## src/rtl/sync_sig_multi_pkg.sv

```systemverilog
// Shared constants for the multi-channel synchronizer: edge-mode encodings and chain-depth limits.
package sync_sig_multi_pkg;

    localparam logic [1:0] SYNC_MODE_LEVEL = 2'd0;
    localparam logic [1:0] SYNC_MODE_RISE  = 2'd1;
    localparam logic [1:0] SYNC_MODE_FALL  = 2'd2;
    localparam logic [1:0] SYNC_MODE_ANY   = 2'd3;

    localparam int unsigned STAGES_MIN = 2;
    localparam int unsigned STAGES_MAX = 4;

    function automatic bit stages_ok(input int unsigned stages);
        return (stages >= STAGES_MIN) && (stages <= STAGES_MAX);
    endfunction

endpackage

```

## src/rtl/sync_sig_multi_chan.sv

```systemverilog
// One synchronizer channel: FF chain, optional glitch filter, edge detect and pulse/hold stage.
module sync_chan
    import sync_sig_multi_pkg::*;
#(
    parameter int unsigned STAGES = 2,
    parameter logic        INIT   = 1'b0,
    parameter int unsigned FILT   = 0,
    parameter logic [1:0]  MODE   = SYNC_MODE_LEVEL,
    parameter logic        HOLD   = 1'b0
) (
    input  logic clk,
    input  logic rst_n,
    input  logic sig,
    input  logic ack,
    output logic out,
    output logic pulse,
    output logic overflow
);

    if (!stages_ok(STAGES)) begin : g_bad_stages
        $error("sync_chan: STAGES must be within 2..4");
    end

    (* shreg_extract = "no" *) logic [STAGES-1:0] ff;
    logic sync;
    logic prev;
    logic ev;

    always_ff @(posedge clk) begin
        if (!rst_n) ff <= {STAGES{INIT}};
        else        ff <= {ff[STAGES-2:0], sig};
    end

    assign sync = ff[STAGES-1];

    // A mismatch must persist FILT consecutive cycles before it reaches out.
    if (FILT == 0) begin : g_no_filt
        assign out = sync;
    end else begin : g_filt
        localparam int unsigned CW = $clog2(FILT + 1);
        logic [CW-1:0] cnt;

        always_ff @(posedge clk) begin
            if (!rst_n) begin
                out <= INIT;
                cnt <= '0;
            end else if (sync == out) begin
                cnt <= '0;
            end else if (cnt == CW'(FILT - 1)) begin
                out <= sync;
                cnt <= '0;
            end else begin
                cnt <= cnt + CW'(1);
            end
        end
    end

    always_ff @(posedge clk) begin
        if (!rst_n) prev <= INIT;
        else        prev <= out;
    end

    always_comb begin
        ev = 1'b0;
        case (MODE)
            SYNC_MODE_RISE: ev = out & ~prev;
            SYNC_MODE_FALL: ev = ~out & prev;
            SYNC_MODE_ANY:  ev = out ^ prev;
            default:        ev = 1'b0;
        endcase
    end

    // Held pulses stay up until acked; a new event landing on a pending pulse without ack is lost.
    always_ff @(posedge clk) begin
        if (!rst_n) begin
            pulse    <= 1'b0;
            overflow <= 1'b0;
        end else if (!HOLD) begin
            pulse    <= ev;
            overflow <= 1'b0;
        end else if (ev && !pulse) begin
            pulse <= 1'b1;
        end else if (pulse && ack && !ev) begin
            pulse <= 1'b0;
        end else if (pulse && ev && !ack) begin
            overflow <= 1'b1;
        end
    end

endmodule

```

## src/rtl/sync_sig_multi.sv

```systemverilog
// WIDTH independent single-bit synchronizers; no cross-channel coherency, so never feed a multi-bit bus through it.
module sync_sig_multi
    import sync_sig_multi_pkg::*;
#(
    parameter int unsigned          WIDTH  = 8,
    parameter int unsigned          STAGES = 2,
    parameter logic [WIDTH-1:0]     INIT   = '0,
    parameter int unsigned          FILT   = 0,
    parameter logic [2*WIDTH-1:0]   MODE   = '0,
    parameter logic [WIDTH-1:0]     HOLD   = '0
) (
    input  logic             clk,
    input  logic             rst_n,
    input  logic [WIDTH-1:0] sig,
    output logic [WIDTH-1:0] out,
    output logic [WIDTH-1:0] pulse,
    input  logic [WIDTH-1:0] ack,
    output logic [WIDTH-1:0] overflow
);

    for (genvar i = 0; i < WIDTH; i++) begin : g_chan
        sync_chan #(
            .STAGES (STAGES),
            .INIT   (INIT[i]),
            .FILT   (FILT),
            .MODE   (MODE[2*i +: 2]),
            .HOLD   (HOLD[i])
        ) u_chan (
            .clk      (clk),
            .rst_n    (rst_n),
            .sig      (sig[i]),
            .ack      (ack[i]),
            .out      (out[i]),
            .pulse    (pulse[i]),
            .overflow (overflow[i])
        );
    end

endmodule

```

## config.mk

```make
export PLATFORM = sky130hd
export DESIGN_NAME = sync_sig_multi
export DESIGN_NICKNAME = d
export VERILOG_FILES = /design/src/rtl/sync_sig_multi_pkg.sv /design/src/rtl/sync_sig_multi_chan.sv /design/src/rtl/sync_sig_multi.sv
export SDC_FILE = /design/constraint.sdc
export NUM_CORES = 1
export LEC_CHECK = 0
export BUFFER_PORTS_ARGS = -buffer_cell sky130_fd_sc_hd__buf_4
export CAP_MARGIN = 0
export CORE_MARGIN = 5
export CORE_UTILIZATION = 37
export CTS_CLUSTER_DIAMETER = 30
export DETAILED_ROUTE_END_ITERATION = 12
export PLACE_DENSITY_LB_ADDON = 0.15
export SETUP_SLACK_MARGIN = 0.02
export SLEW_MARGIN = 20
export SYNTH_ARGS = -nofsm -noshare
export SYNTH_HDL_FRONTEND = slang
export SYNTH_HIERARCHICAL = 1
export SYNTH_SLANG_ARGS = --single-unit
```

## constraint.sdc

```tcl
create_clock -name clk -period 0.8 [get_ports clk]
set_input_delay 0.2 -clock clk [delete_from_list [all_inputs] [get_ports clk]]
set_output_delay 0.2 -clock clk [all_outputs]
set_load 0.02 [all_outputs]
```

==> flow_summary.json, run 1 <==
{
  "status": "complete, but fails checks",
  "violations": "setup timing",
  "cp-startpoint": "g_chan[5].u_chan/ff[1]$_SDFF_PN0_",
  "io_buffers": 17,
  "core_sq_um": 1490,
  "largest_reg_flops": 16,
  "syn_area_sq_um": 571,
  "insertion_delay_ns": 0.27,
  "overflow": 0,
  "arrival_ns": 0.72,
  "cts_max_path_buffers": 2,
  "syn_to_final_growth_pct": 23.5,
  "endpoint_kind": "primary output",
  "vias": 308,
  "synth_flop_cell": "dfxtp_1",
  "hold_start": "sig[6]",
  "synthDistinctLibCells": 4,
  "worstSetupPathDepth": 1,
  "worst-path-max-fanout": 1,
  "critPathMaxStageDelay_ns": 0.33,
  "whs_ns": 0.121,
  "drive_above_1_share_pct": 42.0,
  "design_area_sq_um": 704,
  "postCtsHoldBufs": 0,
  "placed_cell_area_sq_um": 628,
  "grt_pass1_vias": 305,
  "endpoint": "out[5]",
  "rsz0062_at_grt": "true",
  "worstReg2RegEnd": "g_chan[0].u_chan/ff[1]$_SDFF_PN0_",
  "num_io_pins": 42,
  "clock_sinks": 16,
  "syn_inst": 56,
  "initialDrtViolationCount": 0,
  "ys_async_sr_fraction_pct": 0,
  "fin_nets": 88,
  "slew_violations": 0,
  "reg.largest.list": "g_chan.u_chan/ff (16)",
  "peakVddDrop_mv": 0.960,
  "period_minus_slack_ns": 0.920,
  "r2r_slack_ns": 0.25,
  "antenna_cells": 0,
  "cp-start-kind": "flip-flop",
  "path_cells": "buf_6",
  "cp_slowest_cell": "dfxtp_2",
  "place.gp.congestion": 0.587,
  "timing.rr.start": "g_chan[0].u_chan/ff[0]$_SDFF_PN0_",
  "p_total_mw": 1.54,
  "cellPowerDensity_nw_per_um2": 2180,
  "worstSetupPathType": "flip-flop to primary output",
  "power_leakage_nw": 0.345,
  "cts_buffers": 3,
  "die_h_microns": 49.3,
  "clock_skew_ns": 0.00159,
  "vias_per_cell": 3.62,
  "hpwlAfterDp_microns": 536,
  "finalSetupViolations": 8,
  "finalWirelength_microns": 743,
  "required_ns": 0.60,
  "ys_seq_area_share_pct": 56.1,
  "drc": 0,
  "r2r_cells": 1,
  "postCtsSetupRepairBufs": 0,
  "clock-root-buffer": "clkbuf_4",
  "synth_commonest_cells": "and2_1 (16), buf_4 (16), dfxtp_1 (16)",
  "grt_max_degree": 17,
  "ant_nets": 0,
  "die_x_microns": 49.3,
  "ys_seq_elements": 16,
  "synth_top_cell_by_area": "dfxtp_1",
  "synth_area_leaders": "dfxtp_1 (56%), buf_4 (21%), and2_1 (18%)",
  "top_register": "g_chan.u_chan/ff",
  "hold_viol": 0,
  "gr-usage-all-layers_pct": 6.84,
  "cp_top_family": "flip-flops",
  "path_clk_slew_ns": 0.09,
  "rows": 14,
  "period_share_pct": 115,
  "maxCapViolCount": 0,
  "initial_core_util_pct": 38.3,
  "path_buf_inv": 1,
  "synth_edf_count": 0,
  "avgSynthCellArea_sq_um": 10.2,
  "die-area_sq_um": 2430,
  "first_pass_iters": 1,
  "hold_class": "primary input to flip-flop",
  "drt-wirelength-per-cell_microns": 8.74,
  "yosysWarningCount": 6,
  "timing.fmax_mhz": 1090,
  "fin_ws_ns": -0.120,
  "grt_pass1_wl_microns": 1260,
  "cts_tree": "built",
  "synth_top_area_share_pct": 56.1,
  "htreeDepth": 1,
  "fillerInstances": 152,
  "antenna_found_initial": 0
}
==> placed cells by master, fill, tap and decap left out <==
cell type	count
and2_1	16
conb_1	16
buf_4	9
dfxtp_1	8
dfxtp_2	8
buf_6	8
clkbuf_4	3
clkbuf_8	1
==> cell families after synthesis <==
logic type / count (synthesis) / synth area share [%]
simple gates: 16 / 17.5
flops: 16 / 56.1
buf+inv: 16 / 21.1
other cells: 8 / 5.26
==> through the flow <==
stage	setup slack [ns]	setup TNS, ns	std cells	utilization, %
2_1_floorplan	0.205	0	64	-
3_3_place_gp	0.169	0	81	42.2
3_5_place_dp	0.164	0	81	42.2
4_1_cts	-0.136	-1.02	85	47.3
5_1_grt	-0.155	-1.19	85	47.3
6_report	-0.120	-0.920	85	47.3
==> area by class of cell <==
class / instances / area, sq um / share of cell area [%]
multi-input cells: 32 / 160 / 22.7
well taps: 16 / 20.0 / 2.84
clock buffers: 4 / 36.3 / 5.15
repair buffers: 17 / 158 / 22.4
flip-flops and latches: 16 / 330 / 46.9
==> power breakdown <==
group | switching, mW | internal (mW) | leakage, nW | total, mW
registers | 0.0105 | 0.836 | 0.136 | 0.847
clock network | 0.232 | 0.276 | 0.0210 | 0.508
logic | 0.110 | 0.0738 | 0.188 | 0.184
==> what timing repair did <==
| action | 4_1_cts | 5_1_grt |
|---|---|---|
| endpoints found under the hold margin | 0 | 0 |
| resized for setup | 16 | 0 |
| setup endpoints to repair | 8 | 8 |
==> worst min path at each step <==
stage | end | slack (ns) | depth (start not counted)
2_1_floorplan | g_chan[0].u_chan/ff[0]$_SDFF_PN0_ | 0.32 | 1
3_3_place_gp | g_chan[0].u_chan/ff[0]$_SDFF_PN0_ | 0.40 | 2
3_5_place_dp | g_chan[5].u_chan/ff[0]$_SDFF_PN0_ | 0.40 | 2
4_1_cts | g_chan[5].u_chan/ff[0]$_SDFF_PN0_ | 0.11 | 2
5_1_grt | g_chan[4].u_chan/ff[0]$_SDFF_PN0_ | 0.11 | 2
6_report | g_chan[6].u_chan/ff[0]$_SDFF_PN0_ | 0.12 | 2
==> layer usage <==
layer | track usage [%] | share of wire [%]
met5 | 0 | 0
met4 | 6.73 | 2.6
met3 | 0.917 | 12
met2 | 11.6 | 49
met1 | 6.90 | 36
(Power assumes the default switching activity.)
==> inputs of run 2 (changes only) <==
--- a/config.mk
+++ b/config.mk
@@ -5,12 +5,12 @@
 export SDC_FILE = /design/constraint.sdc
 export NUM_CORES = 1
 export LEC_CHECK = 0
-export BUFFER_PORTS_ARGS = -buffer_cell sky130_fd_sc_hd__buf_4
 export CAP_MARGIN = 0
-export CORE_MARGIN = 5
-export CORE_UTILIZATION = 37
+export CORE_AREA = 5 5 42 44
 export CTS_CLUSTER_DIAMETER = 30
 export DETAILED_ROUTE_END_ITERATION = 12
+export DIE_AREA = 0 0 47 49
+export DONT_BUFFER_PORTS = 1
 export PLACE_DENSITY_LB_ADDON = 0.15
 export SETUP_SLACK_MARGIN = 0.02
 export SLEW_MARGIN = 20
==> constraint.sdc (replaced) <==
create_clock -name clk -period 1 [get_ports clk]
set_input_delay 0.25 -clock clk [delete_from_list [all_inputs] [get_ports clk]]
set_output_delay 0.25 -clock clk [all_outputs]
set_load 0.02 [all_outputs]
==> flow_summary.json, run 2 (synthesis results as in run 1) <==
{
  "period_minus_slack_ns": 0.906,
  "clock_skew_ns": 0.000618,
  "fin_ws_ns": 0.0942,
  "core_sq_um": 1400,
  "timing.fmax_mhz": 1100,
  "worstSetupPathType": "flip-flop to primary output",
  "timing.setup.tns_ns": 0,
  "cp-start-kind": "flip-flop",
  "maxCapViolCount": 0,
  "largest_reg_flops": 16,
  "grt_pass1_vias": 210,
  "place.gp.congestion": 0.572,
  "antenna_found_initial": 0,
  "antenna_cells": 0,
  "cts_tree": "built",
  "hold_viol": 0,
  "initialDrtViolationCount": 2,
  "vias_per_cell": 3.58,
  "period_share_pct": 90.6,
  "initial_core_util_pct": 40.7,
  "register_area_sq_um": 330,
  "cts_buffers": 3,
  "peakVddDrop_mv": 0.549,
  "overflow": 0,
  "reg.largest.list": "g_chan.u_chan/ff (16)",
  "finalWirelength_microns": 649,
  "top_register": "g_chan.u_chan/ff",
  "worst-path-max-fanout": 1,
  "syn_to_final_growth_pct": -6.58,
  "slew_violations": 0,
  "required_ns": 0.75,
  "whs_ns": 0.0951,
  "clock-root-buffer": "clkbuf_4",
  "rows": 14,
  "ant_nets": 0,
  "grt_max_degree": 17,
  "fillerInstances": 153,
  "gr-usage-all-layers_pct": 6.66,
  "design_area_sq_um": 533,
  "cellPowerDensity_nw_per_um2": 2000,
  "endpoint_kind": "primary output",
  "status": "finished, final reports clean",
  "htreeDepth": 1,
  "num_io_pins": 42,
  "final_cell_mix": "and2_1 (16), conb_1 (16), dfxtp_1 (8), dfxtp_2 (8), clkbuf_4 (3)",
  "die_h_microns": 49,
  "grt_pass1_wl_microns": 966,
  "path_clk_slew_ns": 0.08,
  "fin_nets": 71,
  "die-area_sq_um": 2300,
  "rsz0062_at_grt": "false",
  "finalSetupViolations": 0,
  "insertion_delay_ns": 0.27,
  "placed_cell_area_sq_um": 500,
  "drive_above_1_share_pct": 21.6,
  "drc": 0,
  "die_x_microns": 47,
  "multiInputGateArea_sq_um": 160,
  "dpl_worst_slack_ns": 0.335,
  "first_pass_iters": 2,
  "vias": 240,
  "power_leakage_nw": 0.245,
  "io_buffers": 0,
  "cts_max_path_buffers": 2,
  "drt-wirelength-per-cell_microns": 9.69,
  "hold_class": "primary input to flip-flop",
  "clock_sinks": 16,
  "arrival_ns": 0.66
}
## run 2: final cells by class
class,count,area share [%]
Multi-Input combinational cell,32,30.0
Tap cell,16,3.76
Clock buffer,3,4.23
Sequential cell,16,62.0
## run 2: timing repair
item,CTS,global route
resized for setup,0,8
buffers inserted,0,0
hold buffers,0,0
endpoints found under the setup margin,0,8
## run 2: power breakdown
| part | switching (mW) | internal (mW) |
|---|---|---|
| sequential | 0.0232 | 0.669 |
| combinational | 0.0592 | 0.0144 |
| clock | 0.163 | 0.139 |
## run 2: routing by layer
| layer | routed length [microns] | track usage [%] |
|---|---|---|
| met5 | 0 | 0 |
| met1 | 161 | 5.83 |
| met4 | 36 | 9.68 |
| met3 | 130 | 3.69 |
| met2 | 321 | 8.37 |
## run 2: stage by stage
step	total power [mW]	utilization (%)	instances
after CTS	1.08	37.3	67
after detailed placement	0.778	35.7	64
after global routing	1.13	38.0	67
after floorplan	0.821	-	64
after global placement	0.776	35.7	64
final	1.07	38.0	67
## run 2: final timing paths
check	startpoint	to	slack [ns]	cells past startpoint
setup / recovery	g_chan[0].u_chan/ff[1]$_SDFF_PN0_	out[0]	0.09	0
hold / removal	rst_n	g_chan[6].u_chan/ff[1]$_SDFF_PN0_	0.1	1
setup reg to reg	g_chan[4].u_chan/ff[0]$_SDFF_PN0_	g_chan[4].u_chan/ff[1]$_SDFF_PN0_	0.45	1
hold reg to reg	g_chan[1].u_chan/ff[0]$_SDFF_PN0_	g_chan[1].u_chan/ff[1]$_SDFF_PN0_	0.43	1
==> inputs of run 3 (changes only) <==
--- a/config.mk
+++ b/config.mk
@@ -12,6 +12,7 @@
 export DIE_AREA = 0 0 47 49
 export DONT_BUFFER_PORTS = 1
 export PLACE_DENSITY_LB_ADDON = 0.15
+export REMOVE_ABC_BUFFERS = 1
 export SETUP_SLACK_MARGIN = 0.02
 export SLEW_MARGIN = 20
 export SYNTH_ARGS = -nofsm -noshare
==> flow_summary.json, run 3 (synthesis results as in run 1) <==
{
  "reg.largest.list": "g_chan.u_chan/ff (16)",
  "wl_met2_microns": 394,
  "wl_met1_microns": 197,
  "period_minus_slack_ns": 0.915,
  "overflow": 0,
  "insertion_delay_ns": 0.28,
  "die_h_microns": 49,
  "fin_nets": 71,
  "pwr-share-seq_pct": 59.1,
  "arrival_ns": 0.67,
  "rows": 14,
  "worstSetupPathDepth": 0,
  "place.gp.congestion": 0.540,
  "path_clk_slew_ns": 0.09,
  "worstReg2RegEnd": "g_chan[3].u_chan/ff[1]$_SDFF_PN0_",
  "r2r_cells": 1,
  "required_ns": 0.75,
  "timing.setup.tns_ns": 0,
  "p_sw_share_pct": 22.8,
  "die_x_microns": 47,
  "final_core_util_pct": 39.0,
  "finalSetupViolations": 0,
  "htreeDepth": 1,
  "antenna_found_initial": 0,
  "initial_core_util_pct": 40.7,
  "top_register": "g_chan.u_chan/ff",
  "cp-startpoint": "g_chan[4].u_chan/ff[1]$_SDFF_PN0_",
  "grt_max_degree": 17,
  "endpoint_kind": "primary output",
  "first_pass_iters": 2,
  "timing.rr.start": "g_chan[3].u_chan/ff[0]$_SDFF_PN0_",
  "core_sq_um": 1400,
  "r2r_slack_ns": 0.45,
  "cp-start-kind": "flip-flop",
  "maxCapViolCount": 0,
  "p_sw_mw": 0.267,
  "peakVddDrop_mv": 0.927,
  "grt_pass1_vias": 236,
  "period_share_pct": 91.5,
  "io_buffers": 0,
  "antenna_cells": 0,
  "largest_reg_flops": 16,
  "vias_per_cell": 3.49,
  "status": "finished, final reports clean",
  "ant_nets": 0,
  "clock_sinks": 16,
  "drive_above_1_share_pct": 23.1,
  "wl_met3_microns": 100,
  "cts_tree": "built",
  "worstSetupPathType": "flip-flop to primary output",
  "postCtsSetupRepairBufs": 0,
  "num_io_pins": 42,
  "clock-root-buffer": "clkbuf_4",
  "hold_class": "primary input to flip-flop",
  "fillerInstances": 152,
  "finalWirelength_microns": 692,
  "cellPowerDensity_nw_per_um2": 2140,
  "rsz0062_at_grt": "false",
  "clock_skew_ns": 0.00714,
  "final_cell_mix": "and2_1 (16), conb_1 (16), dfxtp_1 (8), dfxtp_2 (8), clkbuf_4 (3)",
  "hold_viol": 0,
  "worst-path-max-fanout": 1,
  "initialDrtViolationCount": 2,
  "dpl_worst_slack_ns": 0.335,
  "internal-power_mw": 0.905,
  "routed.top_layer": "met3",
  "grt_pass1_wl_microns": 1060,
  "fin_ws_ns": 0.0848,
  "p_comb_share_pct": 6.3,
  "postCtsHoldBufs": 0,
  "syn_to_final_growth_pct": -4.17,
  "slew_violations": 0,
  "die-area_sq_um": 2300,
  "vias": 237,
  "endpoint": "out[4]",
  "power_leakage_nw": 0.252,
  "clock_power_share_pct": 34.6,
  "p_total_mw": 1.17,
  "cts_buffers": 3,
  "gr-usage-all-layers_pct": 7.07,
  "drc": 0,
  "drt-wirelength-per-cell_microns": 10.2,
  "cts_max_path_buffers": 2,
  "timing.fmax_mhz": 1090
}
-- run 3: cell count changes in the layout (fill, tap and decap cells not counted) --
cell / change
clkbuf_8: +1
-- run 3: repair_timing --
| item | CTS | global route |
|---|---|---|
| setup endpoints to repair | 4 | 4 |
| gates cloned | 0 | 0 |
| gates resized for setup | 4 | 4 |
-- run 3: power by group through the flow --
stage	clock (mW)	combinational [mW]	sequential (mW)
floorplan	0	0.0699	0.703
global placement	0	0.0711	0.705
detailed placement	0	0.0715	0.707
CTS	0.435	0.0716	0.693
global route	0.454	0.0805	0.696
finish	0.406	0.0738	0.693
-- run 3: through the flow --
step / instances / hold slack [ns] / instance area, sq um
CTS: 68 / 0.0697 / 542
finish: 68 / 0.0847 / 547
detailed placement: 64 / 0.375 / 500
global placement: 64 / 0.375 / 500
global route: 68 / 0.0632 / 547
floorplan: 48 / 0.372 / 480
-- run 3: area by class of cell --
cell class              instances  area, sq um  area share, %
clock buffers                   4         36.3           6.64
multi-input cells              32          160           29.3
flip-flops and latches         16          330           60.4
well taps                      16         20.0           3.66
-- run 3: per-layer routing --
layer	vias up	track usage [%]
met2	12	11.5
met4	0	5.53
met1	103	4.44
li1	122	-
met3	0	6.27
met5	-	0
-- run 3: how the worst min path moves through the flow --
stage,from,end,slack [ns],cells past startpoint
3_3_place_gp,sig[6],g_chan[6].u_chan/ff[0]$_SDFF_PN0_,0.37,1
3_5_place_dp,sig[2],g_chan[2].u_chan/ff[0]$_SDFF_PN0_,0.37,1
4_1_cts,sig[2],g_chan[2].u_chan/ff[0]$_SDFF_PN0_,0.07,1
2_1_floorplan,sig[0],g_chan[0].u_chan/ff[0]$_SDFF_PN0_,0.37,1
5_1_grt,sig[0],g_chan[0].u_chan/ff[0]$_SDFF_PN0_,0.06,1
6_report,sig[4],g_chan[4].u_chan/ff[0]$_SDFF_PN0_,0.08,1
